<file path="src/rtl/roller_pkg.sv">
// roller_pkg
// Shared definitions for the roller controller: FSM state encoding, display
// geometry, the roller's initial positions and the anode decode helper.
package roller_pkg;

    // 2'd3 is not a legal state; the controller recovers from it to IDLE.
    typedef enum logic [1:0] {
        ST_IDLE  = 2'd0,
        ST_RUN   = 2'd1,
        ST_PAUSE = 2'd2
    } state_t;

    localparam int NUM_DIGITS = 4;

    // Roller positions after pos_clr, digit 0 in the low bits: 0,1,2,3.
    localparam logic [7:0] POS_INIT = {2'd3, 2'd2, 2'd1, 2'd0};

    // Active-low one-hot anode pattern for the selected digit.
    function automatic logic [NUM_DIGITS-1:0] an_from_idx(input logic [1:0] idx);
        return ~(NUM_DIGITS'(1) << idx);
    endfunction

endpackage

</file>
<file path="src/rtl/roller_debounce.sv">
// roller_debounce
// Conditions one raw asynchronous push-button: 2-flop synchronizer, stability
// counter and rising-edge detector.
// Ports:
//   clk   - system clock
//   rst_n - synchronous active-low reset
//   raw   - raw button input (asynchronous, active-high)
//   level - debounced button level
//   press - one-cycle pulse on each rising edge of level
// A raw 0->1 held stable gives press exactly 2+DEB_CYCLES cycles after the
// first clock edge that samples the 1.
module roller_debounce #(
    parameter int DEB_CYCLES = 16
) (
    input  logic clk,
    input  logic rst_n,
    input  logic raw,
    output logic level,
    output logic press
);

    localparam int CW = $clog2(DEB_CYCLES + 1);

    logic          sync1_q;
    logic          sync2_q;
    logic          level_q;
    logic          level_dly_q;
    logic          press_q;
    logic [CW-1:0] cnt_q;

    always_ff @(posedge clk) begin
        if (!rst_n) begin
            sync1_q     <= 1'b0;
            sync2_q     <= 1'b0;
            level_q     <= 1'b0;
            level_dly_q <= 1'b0;
            press_q     <= 1'b0;
            cnt_q       <= '0;
        end else begin
            sync1_q     <= raw;
            sync2_q     <= sync1_q;
            level_dly_q <= level_q;
            press_q     <= level_q & ~level_dly_q;
            // Count consecutive cycles the synchronized value disagrees with
            // the accepted level; any agreement (bounce back) restarts it.
            if (sync2_q == level_q) begin
                cnt_q <= '0;
            end else if (cnt_q == CW'(DEB_CYCLES - 1)) begin
                level_q <= sync2_q;
                cnt_q   <= '0;
            end else begin
                cnt_q <= cnt_q + CW'(1);
            end
        end
    end

    assign level = level_q;
    assign press = press_q;

endmodule

</file>
<file path="src/rtl/roller_ctrl.sv">
// roller_ctrl
// Sequences the 4-digit roller datapath: debounces the run/pause, clear and
// pattern-select buttons, runs the IDLE/RUN/PAUSE FSM, generates the roller
// step and position-clear pulses and drives the SSD anode scan.
// Ports:
//   clk, rst_n                 - clock, synchronous active-low reset
//   btn_run, btn_clr, btn_sel  - raw buttons (asynchronous, active-high)
//   step_en                    - one-cycle roller advance pulse
//   pos_clr                    - one-cycle roller position clear pulse
//   pattern_sel                - 1 = pattern A, 0 = pattern B
//   digit_idx, an              - scanned digit index and active-low anodes
//   running                    - high while in RUN
// Every output comes straight from a flop.
module roller_ctrl
    import roller_pkg::*;
#(
    parameter int DEB_CYCLES = 16,
    parameter int STEP_DIV   = 8,
    parameter int SCAN_DIV   = 4
) (
    input  logic                  clk,
    input  logic                  rst_n,
    input  logic                  btn_run,
    input  logic                  btn_clr,
    input  logic                  btn_sel,
    output logic                  step_en,
    output logic                  pos_clr,
    output logic                  pattern_sel,
    output logic [1:0]            digit_idx,
    output logic [NUM_DIGITS-1:0] an,
    output logic                  running
);

    localparam int SW  = $clog2(STEP_DIV);
    localparam int SCW = (SCAN_DIV > 1) ? $clog2(SCAN_DIV) : 1;

    // Button order: 0 = run, 1 = clr, 2 = sel.
    logic [2:0] btn_raw;
    logic [2:0] btn_press;
    // Only the press edges drive the control; the held levels are not needed.
    logic [2:0] btn_level_unused;

    assign btn_raw = {btn_sel, btn_clr, btn_run};

    for (genvar gi = 0; gi < 3; gi++) begin : g_deb
        roller_debounce #(
            .DEB_CYCLES(DEB_CYCLES)
        ) u_deb (
            .clk  (clk),
            .rst_n(rst_n),
            .raw  (btn_raw[gi]),
            .level(btn_level_unused[gi]),
            .press(btn_press[gi])
        );
    end

    logic run_press;
    logic clr_press;
    logic sel_press;

    assign run_press = btn_press[0];
    assign clr_press = btn_press[1];
    assign sel_press = btn_press[2];

    state_t                state_q, state_d;
    logic [SW-1:0]         step_cnt_q, step_cnt_d;
    logic                  step_en_q, step_en_d;
    logic                  pos_clr_q, pos_clr_d;
    logic                  running_q, running_d;
    logic                  pattern_sel_q, pattern_sel_d;
    logic [SCW-1:0]        scan_cnt_q, scan_cnt_d;
    logic [1:0]            digit_idx_q, digit_idx_d;
    logic [NUM_DIGITS-1:0] an_q, an_d;

    always_comb begin
        state_d       = state_q;
        pos_clr_d     = 1'b0;
        step_cnt_d    = step_cnt_q;
        step_en_d     = 1'b0;
        pattern_sel_d = pattern_sel_q ^ sel_press;
        scan_cnt_d    = scan_cnt_q + SCW'(1);
        digit_idx_d   = digit_idx_q;

        // Clear takes priority over run/pause in every state.
        case (state_q)
            ST_IDLE: begin
                if (clr_press) begin
                    pos_clr_d = 1'b1;
                end else if (run_press) begin
                    state_d = ST_RUN;
                end
            end
            ST_RUN: begin
                if (clr_press) begin
                    state_d   = ST_IDLE;
                    pos_clr_d = 1'b1;
                end else if (run_press) begin
                    state_d = ST_PAUSE;
                end
            end
            ST_PAUSE: begin
                if (clr_press) begin
                    state_d   = ST_IDLE;
                    pos_clr_d = 1'b1;
                end else if (run_press) begin
                    state_d = ST_RUN;
                end
            end
            default: state_d = ST_IDLE;
        endcase

        // Prescaler only advances across cycles that stay in RUN, so the step
        // pulse can never appear alongside leaving RUN (pause or clear), and
        // PAUSE freezes the count for a mid-period resume.
        if (state_d == ST_IDLE) begin
            step_cnt_d = '0;
        end else if (state_q == ST_RUN && state_d == ST_RUN) begin
            if (step_cnt_q == SW'(STEP_DIV - 1)) begin
                step_cnt_d = '0;
                step_en_d  = 1'b1;
            end else begin
                step_cnt_d = step_cnt_q + SW'(1);
            end
        end

        running_d = (state_d == ST_RUN);

        if (scan_cnt_q == SCW'(SCAN_DIV - 1)) begin
            scan_cnt_d  = '0;
            digit_idx_d = digit_idx_q + 2'd1;
        end
        an_d = an_from_idx(digit_idx_d);
    end

    always_ff @(posedge clk) begin
        if (!rst_n) begin
            state_q       <= ST_IDLE;
            step_cnt_q    <= '0;
            step_en_q     <= 1'b0;
            pos_clr_q     <= 1'b0;
            running_q     <= 1'b0;
            pattern_sel_q <= 1'b1;
            scan_cnt_q    <= '0;
            digit_idx_q   <= 2'd0;
            an_q          <= an_from_idx(2'd0);
        end else begin
            state_q       <= state_d;
            step_cnt_q    <= step_cnt_d;
            step_en_q     <= step_en_d;
            pos_clr_q     <= pos_clr_d;
            running_q     <= running_d;
            pattern_sel_q <= pattern_sel_d;
            scan_cnt_q    <= scan_cnt_d;
            digit_idx_q   <= digit_idx_d;
            an_q          <= an_d;
        end
    end

    assign step_en     = step_en_q;
    assign pos_clr     = pos_clr_q;
    assign running     = running_q;
    assign pattern_sel = pattern_sel_q;
    assign digit_idx   = digit_idx_q;
    assign an          = an_q;

endmodule

</file>
<file path="config.mk">
export PLATFORM = sky130hd
export DESIGN_NAME = roller_ctrl
export DESIGN_NICKNAME = d
export VERILOG_FILES = /design/src/rtl/roller_pkg.sv /design/src/rtl/roller_debounce.sv /design/src/rtl/roller_ctrl.sv
export SDC_FILE = /design/constraint.sdc
export NUM_CORES = 1
export LEC_CHECK = 0
export BUFFER_PORTS_ARGS = -buffer_cell sky130_fd_sc_hd__buf_2
export CORE_ASPECT_RATIO = 1.1
export CORE_MARGIN = 10
export CORE_UTILIZATION = 45
export DETAILED_ROUTE_END_ITERATION = 8
export MAX_ROUTING_LAYER = met4
export SKIP_CTS_REPAIR_TIMING = 1
export SYNTH_ARGS = -nofsm -noshare
export SYNTH_HDL_FRONTEND = slang
export SYNTH_SLANG_ARGS = --single-unit
export TNS_END_PERCENT = 10
</file>
<file path="constraint.sdc">
create_clock -name clk -period 1.78 [get_ports clk]
set_input_delay 0.356 -clock clk [delete_from_list [all_inputs] [get_ports clk]]
set_output_delay 0.356 -clock clk [all_outputs]
set_load 0.02 [all_outputs]
</file>
# Word-level counts from Yosys, hierarchy flattened
# Index checks and enable logic that the tools add are counted.
# totals
out_inout_bits	10
register_bits	47
input_bits	5
# classes
shift	1
n_reduce_logical	14
addsub	6
eq_ne	11
bitwise_logic	13
n_mux	10
# ops
op	count
5-bit by 1-bit adder with 5-bit output (second input constant)	3
5-bit by 4-bit equality test with 1-bit output (second input constant)	3
3-bit OR reduction	5
2-bit 2-to-1 mux	6
1-bit inverter	8
2-bit AND reduction	4
2-bit one-hot mux with 3 select lines	1
2-bit by 1-bit adder with 2-bit output (second input constant)	2
2-bit by 1-bit equality test with 1-bit output (second input constant)	2
2-bit equality test (second input constant)	2
2-bit zero test	2
4-bit inverter	1
2-bit OR reduction	2
1-bit by 2-bit << shifter with 4-bit output (first input constant)	1
3-bit by 1-bit adder with 3-bit output (second input constant)	1
1-bit AND	3
1-bit equality test	3
3-bit equality test (second input constant)	1
3-bit 2-to-1 mux	1
1-bit 2-to-1 mux	2
1-bit logical AND	1
1-bit bitwise XOR	1

# Longest topological paths before layout
# Gate-level depths: netlist (run 1).
# depth
word_depth	7
depth_mapped	5

# Cells and area by module
# A second synthesis (run 1) with hierarchy kept.
# unflattened
hier_cells	149
area_unflattened_um2	1654.1
# by_module_without_submodules
module	n_inst	seq_area_each_um2	area_each_um2	cells_per_inst
roller_debounce	3	200.2	342.8	31
roller_ctrl	1	340.3	625.6	56

# Least setup slack after synthesis (run 1)
# Ideal clock, no wire load.
# synth_path
path_type	reg2reg
from	reg g_deb[1].u_deb.cnt_q[0]
to	reg g_deb[1].u_deb.cnt_q[2]
required_ns	1.715
stages_incl_launch_ff	6
setup_ns	0.065
arrival_ns	1.402
slack_ns	0.313
period_less_slack_ns	1.467
n_path_buf	0
cell_sequence	dfxtp_1 > ha_1 > and3_1 > ha_1 > or3_1 > nor2_1
# synth_via
elab_chain_len	2
word_cells_on_any_way	3
# synth_rtl
element	line_no	source
start, declared	roller_debounce.sv:29	logic [CW-1:0] cnt_q;
start signal, assigned	roller_debounce.sv:52	cnt_q <= cnt_q + CW'(1);
parallel branches: the longest is 2 deep, another holds 5-bit by 1-bit adder with 5-bit output	-	
# Several ways; the timed one is not identified.
# A chain may end at the register's enable or synchronous reset.

# Worst setup path after layout (run 1)
# layout_path
from	reg g_deb[2].u_deb.cnt_q[0]
to	reg g_deb[2].u_deb.cnt_q[2]
# layout_via
elab_chain_len	2
word_cells_on_any_way	3
# layout_rtl
element	line_no
start, declared	roller_debounce.sv:29
start signal, assigned	roller_debounce.sv:52
parallel branches: the longest is 2 deep, another holds 5-bit by 1-bit adder with 5-bit output	-
# Several ways; the timed one is not identified.

==> results of run 1 <==
## metal layers
layer	track usage, %	share of wire, %	vias to the layer above	routed length (um)
met5	-	0	-	0
met4	5.94	3.1	0	76
met3	3.45	4.9	8	121
met2	13.8	49	14	1190
met1	7.76	43	493	1060
li1	-	-	530	-
## where the power goes
part / internal, mW / switching, mW / leakage, nW / total [mW]
combinational: 0.0241 / 0.0329 / 0.318 / 0.0570
sequential: 1.07 / 0.00973 / 0.381 / 1.08
clock: 0.141 / 0.299 / 0.0242 / 0.440
total: 1.24 / 0.342 / 0.723 / 1.58
## layout make-up
| type | count | area [sq um] |
|---|---|---|
| multi-input cells | 96 | 662 |
| inverters | 7 | 26.3 |
| clock buffers | 6 | 41.3 |
| fillers | 338 | 1610 |
| well taps | 48 | 60.1 |
| flip-flops and latches | 47 | 941 |
| repair buffers | 14 | 70.1 |
## worst reg2reg max path: stages (launching register included)
cell and delay (ps):
dfxtp_1 350, ha_1 220, and3_1 190, ha_1 200, or3_1 460, nor2_1 150
## cell usage in the layout, fill, tap and decap left out
cell and instances:
dfxtp_1 47, or2_1 1, nor2b_1 4, nor4b_4 1, a21oi_2 1, buf_2 14, nor3_1 2, nand2b_1 5
mux2i_1 5, inv_2 1, clkbuf_4 5, nor2_1 22, nor3b_1 2, xnor2_1 7, a21oi_1 5, clkbuf_1 1
nand2_1 3, and2_1 10, nand3b_1 2, nand3_1 3, and3_1 4, xor2_1 4, or3b_1 1, a211o_1 1
ha_1 9, inv_1 6, a21bo_2 1, or3_1 3
## path summary, 6_finish.rpt
path / endpoint / slack, ps / cells past startpoint
worst max register to register: g_deb[2].u_deb.cnt_q[2] / 160 / 5
worst min-delay path: g_deb[1].u_deb.sync1_q / 200 / 2
worst min register to register: g_deb[1].u_deb.press / 390 / 1
worst max-delay path: g_deb[2].u_deb.cnt_q[2] / 160 / 5
## sequential cells by signal, indices dropped and copies added (netlist names), 3 cells and up
signal	cells
an	4
g_deb.u_deb.cnt_q	15
g_deb.u_deb.level	3
g_deb.u_deb.level_dly_q	3
g_deb.u_deb.press	3
g_deb.u_deb.sync1_q	3
g_deb.u_deb.sync2_q	3
step_cnt_q	3
## cells by family after synthesis
group | count (synthesis)
and+or+nand+nor | 63
DFF | 47
xor gates and xnor gates | 11
adders and majority gates | 9
AOI/OAI and AO/OA | 8
buffers and inverters | 8
muxes | 5
## through the flow
stage          instances  cell area [sq um]  util (%)  power [mW]
4_1_cts              218               1800      52.7        1.60
2_1_floorplan        151               1630         -        1.14
6_report             218               1800      52.7        1.58
3_5_place_dp         212               1760      51.5        1.16
3_3_place_gp         212               1760      51.5        1.16
5_1_grt              218               1800      52.7        1.65
==> flow_summary.yaml, run 1 <==
synth:
  synth-main-ff-cell: "dfxtp_1"
  synth-xor-area-share_pct: 5.90
  yosys.area.top_type: "dfxtp_1"
  ys_seq_elements: 47
  post_synth_mux_area_share_pct: 3.07
  synth-adder-area-share_pct: 6.90
  netlist.area_leader.share_pct: 57.6
  syn_area_sq_mm: 0.00163
  synth_compound_area_share_pct: 3.22
  synth_edf_count: 0
  synth.avg_cell_area_sq_um: 10.8
  ys_seq_area_share_pct: 57.6
  synth_top_family_by_area: "simple AND/OR/NAND/NOR gates"
  synth_fp_nets: 165
  synth_most_common_cell: "dfxtp_1"
  async_reset_ff_share_pct: 0
  ys_warn_count: 0
  synthTopCellsByArea: "dfxtp_1 58%, ha_1 6.9%, nor2_1 5.1%"
  synth_cell_types: 26
  yosys-top-cells-count: "47 x dfxtp_1, 22 x nor2_1, 10 x and2_1, 9 x ha_1, 7 x xnor2_1"
  yosys.area_share.simple_pct: 21.5
  syn_inst: 151
cts:
  numCtsBuffers: 5
  root_buffer: "clkbuf_4"
  cts_tree: "built"
  h-tree-depth: 2
  cts_max_path_buffers: 2
  worstSkewPairLatency_ps: 350
  clk_pin_slew_ps: 110
  clock_sink_count: 47
detailed_routing:
  wire_per_inst_um: 11.2
  dr.pass1.iters: 2
  wl_mm: 2.45
  drt_iter0_drc: 16
  ant_nets: 0
  vias_per_cell: 4.79
  num_vias: 1045
  drc: 0
global_route:
  grt_first_pass_wirelength_mm: 4.24
  grt_usage_pct: 8.42
  grt_max_degree: 15
  grt_pass1_vias: 1032
  grt_overflow: 0
  antenna_found_initial: 0
timing:
  fin_setup_tns_ps: 0
  period_minus_slack_ps: 1620
  max_freq_mhz: 617
  max_slew_margin_pct: 78.2
  setup_ws_ps: 159
  rsz0062_at_grt: "no"
  slew_violations: 0
  tightestPinTransition_ps: 326
  clock_skew_ps: 2.36
  finalCritPeriodShare_pct: 91.1
  finalSetupViolations: 0
  report.final.hold_viol_count: 0
  fin_hold_ws_ps: 204
critical_path:
  cp.required_ps: 2070
  critPathKind: "reg2reg"
  startpoint_type: "flop"
  cp_common_cell: "ha_1"
  cp_top_family: "simple AND/OR/NAND/NOR gates"
  slowest_stage: "or3_1"
  cp-end-kind: "flop"
  crit_chain: "ha_1 -> and3_1 -> ha_1 -> or3_1 -> nor2_1"
  cpPeakStageDelay_ps: 460
  crit_buf_inv: 0
  critPathMaxFanout: 5
  cp_data_arrival_time_ps: 1910
  crit_start: "g_deb[2].u_deb.cnt_q[0]"
  r2r_start: "g_deb[2].u_deb.cnt_q[0]"
floorplanning:
  io_pins: 15
  start_util_pct: 47.8
  core_area_sq_mm: 0.00341
  die_area_sq_mm: 0.00644
  die_h_um: 83.2
  die_x_um: 77.4
  std_cell_rows: 22
power_and_ir_drop:
  irDropWorstVdd_v: 0.000618
  total_leakage_power_nw: 0.723
  power_density_mw_per_mm2: 877
placement:
  place_congestion: 0.668
  portBuffers: 14
  pre_cts_slack_ps: 171
  dpl.hpwl_mm: 1.85
worst_hold_path:
  min_from: "btn_clr"
  min_path_type: "in2reg"
run:
  maxCapViolCount: 0
run_status:
  status: "complete, no violations"
layout:
  area_growth_pct: 10.3
  finalNetCount: 185
  drive_gt1_share_pct: 13.5
  n_antenna_cell: 0
(Power assumes the default switching activity.)
==> run 2, diff against run 1 <==
Settings changed: CELL_PAD_IN_SITES_DETAIL_PLACEMENT set to 0, CELL_PAD_IN_SITES_GLOBAL_PLACEMENT set to 1, CTS_BUF_LIST set to sky130_fd_sc_hd__clkbuf_8, PLACE_DENSITY_LB_ADDON set to 0.1.
==> flow_summary.yaml, run 2 (synthesis gave the netlist of run 1 again) <==
timing:
  report.final.hold_viol_count: 0
  setup_ws_ps: 193
  finalCritPeriodShare_pct: 89.2
  max_slew_margin_pct: 78.5
  rsz0062_at_grt: "no"
  slew_violations: 0
  fin_setup_tns_ps: 0
  tightestPinTransition_ps: 321
  period_minus_slack_ps: 1590
  max_freq_mhz: 630
  finalSetupViolations: 0
  clock_skew_ps: 7.45
global_route:
  grt_overflow: 0
  grt_usage_pct: 8.45
  grt_pass1_vias: 1038
  grt_first_pass_wirelength_mm: 4.32
  grt_max_degree: 17
  antenna_found_initial: 0
floorplanning:
  core_area_sq_mm: 0.00341
  io_pins: 15
  die_x_um: 77.4
  die_area_sq_mm: 0.00644
  std_cell_rows: 22
  die_h_um: 83.2
  start_util_pct: 47.8
layout:
  n_antenna_cell: 0
  fin_util_pct: 54.9
  top_register: "g_deb.u_deb.cnt_q"
  area_growth_pct: 14.9
  final_common_cell: "dfxtp_1"
  finalNetCount: 185
  drive_gt1_share_pct: 15.1
  stdcell_area_sq_mm: 0.00188
  final_cell_mix: "47 x dfxtp_1, 22 x nor2_1, 14 x buf_2"
  largest_reg_flops: 15
power_and_ir_drop:
  irDropWorstVdd_v: 0.000639
  total_power_mw: 1.92
  power_density_mw_per_mm2: 1020
  total_leakage_power_nw: 0.757
cts:
  cts_max_path_buffers: 2
  worstSkewPairLatency_ps: 300
  clock_sink_count: 47
  root_buffer: "clkbuf_8"
  cts_tree: "built"
  numCtsBuffers: 5
  h-tree-depth: 2
  clk_pin_slew_ps: 90
placement:
  place_congestion: 0.648
  placed_cell_area_sq_mm: 0.00176
  dpl.hpwl_mm: 1.86
  portBuffers: 14
  pre_cts_slack_ps: 199
critical_path:
  crit_buf_inv: 0
  cp.required_ps: 2030
  cpPeakStageDelay_ps: 450
  cp-end-kind: "flop"
  cp_top_family: "simple AND/OR/NAND/NOR gates"
  slowest_stage: "or3_1"
  startpoint_type: "flop"
  critPathMaxFanout: 5
  cp_data_arrival_time_ps: 1830
  cp_common_cell: "ha_1"
  critPathKind: "reg2reg"
  crit_chain: "ha_1 -> and3_1 -> ha_1 -> or3_1 -> nor2_1"
detailed_routing:
  dr.pass1.iters: 2
  vias_per_cell: 4.62
  ant_nets: 0
  drc: 0
  wl_mm: 2.42
  num_vias: 1017
  drt_iter0_drc: 22
  wire_per_inst_um: 11.0
run_status:
  status: "complete, no violations"
worst_hold_path:
  min_path_type: "in2reg"
run:
  maxCapViolCount: 0
[run 2: power breakdown]
part	total [mW]	internal (mW)	switching (mW)
combinational	0.0556	0.0239	0.0317
clock	0.780	0.425	0.355
sequential	1.08	1.07	0.00931
total	1.92	1.52	0.396
[run 2: stage by stage]
stage               cells  hold slack, ps
global route          220             259
floorplan             151             367
detailed placement    212             377
CTS                   220             250
finish                220             263
global placement      212             373
[run 2: final timing paths]
path	from	to	slack (ps)	depth (start not counted)
setup / recovery	g_deb[2].u_deb.cnt_q[0]	g_deb[2].u_deb.cnt_q[2]	190	5
hold / removal	btn_sel	g_deb[2].u_deb.sync1_q	260	2
hold reg to reg	g_deb[1].u_deb.level_dly_q	g_deb[1].u_deb.press	390	1
setup reg to reg	g_deb[2].u_deb.cnt_q[0]	g_deb[2].u_deb.cnt_q[2]	190	5
[run 2: layer usage]
layer | GRT usage (%) | part of all wire (%) | vias up
li1 | - | - | 533
met1 | 8.22 | 43 | 467
met2 | 14.1 | 51 | 13
met3 | 3.45 | 4.3 | 4
met4 | 4.46 | 1.8 | 0
met5 | - | 0 | -
[run 2: final cells by class]
class,instances,area [sq um]
Fill cell,339,1540
Sequential cell,47,941
Multi-Input combinational cell,96,662
Timing Repair Buffer,14,70.1
Clock buffer,5,68.8
Tap cell,48,60.1
Clock inverter,3,47.5
Inverter,7,26.3
==> run 3, diff against run 2 <==
Settings changed: CORE_MARGIN 10 to 3, CORE_UTILIZATION 45 to 48.
==> flow_summary.yaml, run 3 (synthesis gave the netlist of run 1 again) <==
global_route:
  grt_use_met2_pct: 23.0
  grt_overflow: 0
  top_usage_layer: "met2"
  grt_util_met3_pct: 5.74
  grt_max_degree: 15
  grt_usage_pct: 13.1
  grt_first_pass_wirelength_mm: 3.77
  grt_pass1_vias: 979
  grt_use_met1_pct: 11.2
  antenna_found_initial: 0
detailed_routing:
  num_vias: 997
  vias_per_cell: 4.84
  wl_mm: 2.22
  drt_iter0_drc: 15
  drc: 0
  wire_per_inst_um: 10.8
  dr.pass1.iters: 3
  ant_nets: 0
layout:
  area_growth_pct: 13.9
  nFillCells: 289
  final_cell_mix: "47 x dfxtp_1, 22 x nor2_1, 14 x buf_2"
  drive_gt1_share_pct: 15.1
  finalNetCount: 185
  top_register: "g_deb.u_deb.cnt_q"
  final_common_cell: "dfxtp_1"
  n_antenna_cell: 0
  largest_reg_flops: 15
timing:
  rsz0062_at_grt: "no"
  tightestPinTransition_ps: 331
  max_slew_margin_pct: 77.8
  report.final.hold_viol_count: 0
  period_minus_slack_ps: 1580
  fin_hold_ws_ps: 266
  slew_violations: 0
  finalCritPeriodShare_pct: 88.6
  finalSetupViolations: 0
  max_freq_mhz: 634
  clock_skew_ps: 2.82
  fin_setup_tns_ps: 0
critical_path:
  slowest_stage: "or3_1"
  crit_chain: "ha_1 -> and3_1 -> ha_1 -> or3_1 -> nor2_1"
  cpPeakStageDelay_ps: 450
  critPathMaxFanout: 5
  startpoint_type: "flop"
  critPathKind: "reg2reg"
  cp.required_ps: 2010
  cp_common_cell: "ha_1"
  cp_data_arrival_time_ps: 1810
  cp-end-kind: "flop"
floorplanning:
  die_x_um: 61.6
  core_area_sq_mm: 0.00315
  start_util_pct: 51.8
  die_area_sq_mm: 0.00414
  die_h_um: 67.2
  io_pins: 15
  std_cell_rows: 21
cts:
  clk_pin_slew_ps: 80
  cts_max_path_buffers: 2
  clock_sink_count: 47
  cts_tree: "built"
  root_buffer: "clkbuf_8"
  worstSkewPairLatency_ps: 290
  numCtsBuffers: 5
  h-tree-depth: 2
power_and_ir_drop:
  p_int_mw: 1.55
  irDropWorstVdd_v: 0.000592
  power_switching_uw: 371
  total_leakage_power_nw: 0.760
  clockPowerShare_pct: 40.9
  swShare_pct: 19.3
  sequentialPowerShare_pct: 56.3
  power_density_mw_per_mm2: 1030
  comb_power_share_pct: 2.9
run:
  maxCapViolCount: 0
run_status:
  status: "complete, no violations"
placement:
  place_congestion: 0.734
  dpl.hpwl_mm: 1.68
  portBuffers: 14
worst_hold_path:
  min_path_type: "in2reg"
## run 3: cell count changes in the layout (fill, tap and decap cells not counted), sizes merged
cell | before | now
clkbuf | 5 | 6
inv | 8 | 7
## run 3: path summary, 6_finish.rpt
| check | startpoint | endpoint | slack, ps | cells after the start |
|---|---|---|---|---|
| max | g_deb[2].u_deb.cnt_q[0] | g_deb[2].u_deb.cnt_q[2] | 200 | 5 |
| min | btn_clr | g_deb[1].u_deb.sync1_q | 270 | 2 |
| max reg2reg | g_deb[2].u_deb.cnt_q[0] | g_deb[2].u_deb.cnt_q[2] | 200 | 5 |
| min reg2reg | g_deb[0].u_deb.level_dly_q | g_deb[0].u_deb.press | 380 | 1 |
## run 3: through the flow
step / instances / cell area, sq um / total power, mW / worst slack (ps) / util [%]
after detailed placement: 198 / 1740 / 1.16 / 206 / 55.2
after global placement: 198 / 1740 / 1.16 / 261 / 55.2
after global routing: 206 / 1860 / 1.99 / 92.2 / 59.0
after CTS: 206 / 1860 / 1.95 / 187 / 59.0
after floorplan: 151 / 1630 / 1.14 / 313 / -
final: 206 / 1860 / 1.92 / 203 / 59.0
## run 3: final cells by class
type	instances	area (sq um)	area share [%]
timing repair buffer	14	70.1	3.77
multi-input combinational	96	662	35.6
inverter	7	26.3	1.41
clock buffer	6	82.6	4.44
tap	34	42.5	2.29
clock inverter	2	35.0	1.88
sequential	47	941	50.6
## run 3: critical path, delay by kind of cell (launching register included)
family | cells | cell delay (ps)
flip-flops | 1 | 330
AND/OR/NAND/NOR | 3 | 770
adder cells (fa/ha/maj) | 2 | 420
## run 3: metal layers
layer	wire length [um]	part of all wire, %
met4	57	2.6
met1	936	42
met3	86	3.9
met2	1140	51
met5	0	0
## run 3: power by group through the flow
stage               sequential, mW  clock (mW)  combinational, mW
floorplan                     1.11           0             0.0312
global placement              1.10           0             0.0549
detailed placement            1.11           0             0.0563
CTS                           1.08       0.817             0.0565
global route                  1.08       0.848             0.0637
finish                        1.08       0.784             0.0552
